## src/rtl/button_event_classifier.sv

```systemverilog
// rtl/button_event_classifier.sv - classifies a debounced button level into short, long and double-click events
module button_event_classifier #(
  parameter int LONG_CYCLES = 50_000_000,
  parameter int GAP_CYCLES  = 15_000_000,
  parameter int CNT_W       = 26
) (
  input  logic       clk,
  input  logic       reset,
  input  logic       clean_in,
  output logic       pressed,
  output logic       short_press,
  output logic       long_press,
  output logic       double_click,
  output logic [7:0] event_count
);

  typedef enum logic [2:0] {
    S_IDLE,
    S_PRESS1,
    S_HOLD,
    S_GAP,
    S_PRESS2
  } state_t;

  localparam logic [CNT_W-1:0] LONG_LAST = CNT_W'(LONG_CYCLES - 1);
  localparam logic [CNT_W-1:0] GAP_LAST  = CNT_W'(GAP_CYCLES - 1);
  localparam logic [CNT_W-1:0] GAP_MAX   = CNT_W'(GAP_CYCLES);
  localparam logic [CNT_W-1:0] CNT_ONE   = CNT_W'(1);

  state_t           r_state;
  state_t           w_next_state;
  logic [CNT_W-1:0] r_cnt;
  logic [CNT_W-1:0] w_cnt_next;
  logic             r_prev;
  logic             r_short;
  logic             r_long;
  logic             r_double;
  logic [7:0]       r_event_count;
  logic             w_short;
  logic             w_long;
  logic             w_double;
  logic             w_any;
  logic             w_rise;
  logic             w_fall;

  assign w_rise = clean_in & ~r_prev;
  assign w_fall = ~clean_in & r_prev;
  assign w_any  = w_short | w_long | w_double;

  // r_cnt holds the number of consecutive samples already seen at the current level
  always_comb begin
    w_next_state = r_state;
    w_cnt_next   = r_cnt;
    w_short      = 1'b0;
    w_long       = 1'b0;
    w_double     = 1'b0;
    case (r_state)
      S_IDLE: begin
        if (w_rise) begin
          w_next_state = S_PRESS1;
          w_cnt_next   = CNT_ONE;
        end
      end
      S_PRESS1: begin
        if (w_fall) begin
          w_next_state = S_GAP;
          w_cnt_next   = CNT_ONE;
        end else if (clean_in) begin
          if (r_cnt == LONG_LAST) begin
            w_long       = 1'b1;
            w_next_state = S_HOLD;
            w_cnt_next   = '0;
          end else begin
            w_cnt_next = r_cnt + CNT_ONE;
          end
        end
      end
      S_HOLD: begin
        if (w_fall) begin
          w_next_state = S_IDLE;
        end
      end
      S_GAP: begin
        if (w_rise && (r_cnt < GAP_MAX)) begin
          w_double     = 1'b1;
          w_next_state = S_PRESS2;
          w_cnt_next   = '0;
        end else if (!clean_in) begin
          if (r_cnt == GAP_LAST) begin
            w_short      = 1'b1;
            w_next_state = S_IDLE;
            w_cnt_next   = '0;
          end else begin
            w_cnt_next = r_cnt + CNT_ONE;
          end
        end
      end
      S_PRESS2: begin
        if (w_fall) begin
          w_next_state = S_IDLE;
        end
      end
      default: begin
        w_next_state = S_IDLE;
        w_cnt_next   = '0;
      end
    endcase
  end

  // Pulses and the event counter update on the same edge so they are visible together
  always_ff @(posedge clk) begin
    if (reset) begin
      r_state       <= S_IDLE;
      r_cnt         <= '0;
      r_prev        <= 1'b0;
      r_short       <= 1'b0;
      r_long        <= 1'b0;
      r_double      <= 1'b0;
      r_event_count <= 8'd0;
    end else begin
      r_state       <= w_next_state;
      r_cnt         <= w_cnt_next;
      r_prev        <= clean_in;
      r_short       <= w_short;
      r_long        <= w_long;
      r_double      <= w_double;
      r_event_count <= r_event_count + {7'd0, w_any};
    end
  end

  assign pressed      = r_prev;
  assign short_press  = r_short;
  assign long_press   = r_long;
  assign double_click = r_double;
  assign event_count  = r_event_count;

endmodule

```

## config.mk

```make
export PLATFORM = sky130hd
export DESIGN_NAME = button_event_classifier
export DESIGN_NICKNAME = d
export VERILOG_FILES = /design/src/rtl/button_event_classifier.sv
export SDC_FILE = /design/constraint.sdc
export NUM_CORES = 1
export LEC_CHECK = 0
export ABC_AREA = 0
export CAP_MARGIN = 20
export CORE_ASPECT_RATIO = 1.4
export CORE_MARGIN = 2
export CORE_UTILIZATION = 45
export CTS_CLUSTER_DIAMETER = 50
export DETAILED_ROUTE_END_ITERATION = 10
export SLEW_MARGIN = 20
export SYNTH_ARGS = -nofsm -noshare
export SYNTH_HDL_FRONTEND = slang
export SYNTH_SLANG_ARGS = --single-unit
```

## constraint.sdc

```tcl
create_clock -name clk -period 6.5 [get_ports clk]
set_clock_uncertainty 0.1 [all_clocks]
set_input_delay 1.3 -clock clk [delete_from_list [all_inputs] [get_ports clk]]
set_output_delay 1.3 -clock clk [all_outputs]
set_load 0.005 [all_outputs]
```

==> flow_summary.yaml <==
worst_setup_path:
  crit_fanout: 15
  worstSetupStartpoint: "clean_in"
  critPathKind: "input port to flop"
  r2r-start: "r_cnt[0]"
  critPathRequiredTime_ns: 6.61
  worst_path_max_delay_cell: "clkdlybuf4s50_1"
  critPathLaunchType: "input port"
  cp.buffers_inverters: 1
  crit_chain: "clkdlybuf4s50_1 -> nand3b_1 -> a31o_2 -> o21ai_2 -> and2_1 -> nand3_1 -> o31ai_1"
  endpoint_kind: "flop"
  crit_family: "simple AND/OR/NAND/NOR gates"
  arrival_ns: 3.88
  slowest_delay_ns: 0.61
route:
  detail-route-antenna-nets: 0
  drt_wl_total_mm: 5.78
  vias_per_cell: 6.06
  drc: 0
  wl_per_cell_um: 16.2
  route.vias.total: 2158
  drt_first_pass_iters: 4
  drtIter0Drc: 111
cts:
  postCtsSetupRepairBufs: 0
  cts_hold_buffers: 0
  numClockSinks: 41
  max-clock-path-buffers: 2
  cts-root-buf: "clkbuf_8"
  clkTransAtPathRegs_ns: 0.08
  cts_buffers: 5
  clk_latency_ns: 0.30
  cts_resized: 0
  cts_tree: "done"
  htree_num_levels: 2
synth:
  synth_edf_count: 0
  ys_seq_area_share_pct: 34.9
  ys_types: 60
  synth_ff_type: "dfxtp_1"
  yosysTopAreaCellShare_pct: 34.9
  ys_warn_count: 0
  synth-seq-cells: 41
  syn_area_sq_mm: 0.00235
  synth_area_leader_cell: "dfxtp_1"
  syn_avg_cell_area_sq_um: 8.25
  synth_cells: 285
  synth_top_cells_by_count: "dfxtp_1, nand2_1, nor2_1, nand3_1, nor3_1"
  ys_top_cells_by_area: "dfxtp_1, nand2_1, o2bb2a_1"
  syn_nets: 291
  async_reset_ff_share_pct: 0
  yosysMostFrequentCell: "dfxtp_1"
placed_design:
  dpl.cell_count: 348
  io_buffers: 14
  hpwl_mm: 4.17
  place_congestion: 0.866
pwr:
  p_leak_nw: 0.859
  pwr_density_cell_mw_per_mm2: 219
  ir_worst_vdd_mv: 0.128
global_route:
  grt_usage_pct: 21.0
  antenna_found_initial: 0
  grt_first_pass_wirelength_mm: 9.41
  grt_pass1_vias: 1859
  grt_max_degree: 34
  overflow: 0
timing:
  hold_viol_final: 0
  relSlewSlack_pct: 47.6
  max_freq_mhz: 265
  worstMarginPinSlew_ns: 0.780
  finalSetupViolations: 0
  finalCritPeriodShare_pct: 58.1
  tns_ns: 0
  finalMaxSlewViolations: 0
  layout_min_cycle_time_ns: 3.78
  rsz0062_at_grt: "no"
min_path:
  worstHoldStart: "r_cnt[4]"
  min_path_type: "flop to flop"
finish:
  instances_no_fill: 356
  drive_above_1_share_pct: 6.21
  n_antenna_cell: 0
  nNetsFinal: 295
  fillers: 522
  area_growth_pct: 8.99
die:
  initial_core_util_pct: 45.9
  top_level_ports: 15
  rows: 31
  core_area_sq_mm: 0.00512
  dieHeight_um: 89.5
  dieWidth_um: 65.1
  die_area_sq_mm: 0.00583
job:
  cap_violations: 0
status:
  status: "finished, final reports clean"
==> cell type report <==
cell class	instances	area [sq um]	share of cell area (%)
Multi-Input combinational cell	222	1410	55.2
Sequential cell	41	821	32.0
Timing Repair Buffer	15	148	5.76
Tap cell	66	82.6	3.22
Clock buffer	6	72.6	2.83
Inverter	4	15.0	0.586
Clock inverter	2	10.0	0.391
==> worst paths after layout <==
check	cells past startpoint	slack (ns)	endpoint
hold / removal	1	0.42	r_cnt[4]
setup reg to reg	8	3.40	r_cnt[20]
hold reg to reg	1	0.42	r_cnt[4]
setup / recovery	7	2.72	r_cnt[24]
==> registers in the layout, indices dropped and copies added (netlist names) <==
name          count
r_cnt            26
event_count       8
r_state           3
double_click      1
long_press        1
pressed           1
short_press       1
==> kinds of logic (layout without fill, tap and decap cells) <==
family / Yosys count / after routing / share of synthesized area (%)
flip-flops: 41 / 41 / 34.9
XOR/XNOR: 7 / 7 / 2.61
adder cells (fa/ha/maj): 3 / 3 / 1.60
AO/OA/AOI/OAI: 77 / 77 / 24.7
AND/OR/NAND/NOR: 134 / 134 / 30.8
buffers and inverters: 22 / 27 / 4.95
multiplexers: 1 / 1 / 0.426
==> routing by layer <==
metal	global-route usage (%)	up-vias	part of all wire [%]
met5	0	-	0
met4	7.20	0	1.2
met3	3.02	7	3.1
met2	37.1	41	50
met1	26.2	1021	45
li1	-	1089	-
==> stage by stage <==
stage / cell area (sq um) / utilization, % / setup WS (ns) / hold slack (ns) / power (mW)
2_1_floorplan: 2350 / - / 3.53 / 0.366 / 0.378
6_report: 2560 / 50.0 / 2.72 / 0.416 / 0.561
5_1_grt: 2560 / 50.0 / 2.44 / 0.453 / 0.592
3_5_place_dp: 2480 / 48.4 / 2.36 / 0.400 / 0.402
4_1_cts: 2560 / 50.0 / 2.65 / 0.419 / 0.565
3_3_place_gp: 2480 / 48.4 / 2.43 / 0.394 / 0.403
==> placed cells by master (no fill, tap or decap), types with 2 or more instances in the layout <==
cell,netlist,routed
a31oi_1,2,2
o21ai_2,2,2
a22o_1,5,5
inv_1,4,4
nand4b_1,3,3
nand4_1,7,7
nor2_1,18,18
nand3_1,17,17
a32oi_1,2,2
nor2b_1,6,6
nand2b_1,4,4
nor3_1,12,12
nand3b_1,2,2
o22ai_1,8,8
a21boi_0,3,3
nor4_1,5,5
o21ai_0,9,9
xor2_1,5,5
and3_1,9,9
clkbuf_8,0,5
a21oi_1,7,7
o31ai_1,8,8
xnor2_1,2,2
ha_1,3,3
o41ai_1,5,5
a211oi_1,2,2
o2bb2ai_1,2,2
dfxtp_1,41,41
nor4b_1,2,2
o2bb2a_1,9,9
a21o_1,2,2
clkinv_2,0,2
or3_1,6,6
nand2_1,31,31
clkdlybuf4s50_1,0,14
==> power by group <==
group          switching, mW  internal, mW  leakage, nW
registers             0.0129         0.258        0.331
clock network         0.0909        0.0745       0.0450
logic                 0.0854        0.0393        0.483
total                  0.189         0.372        0.859
(Power assumes the default switching activity.)
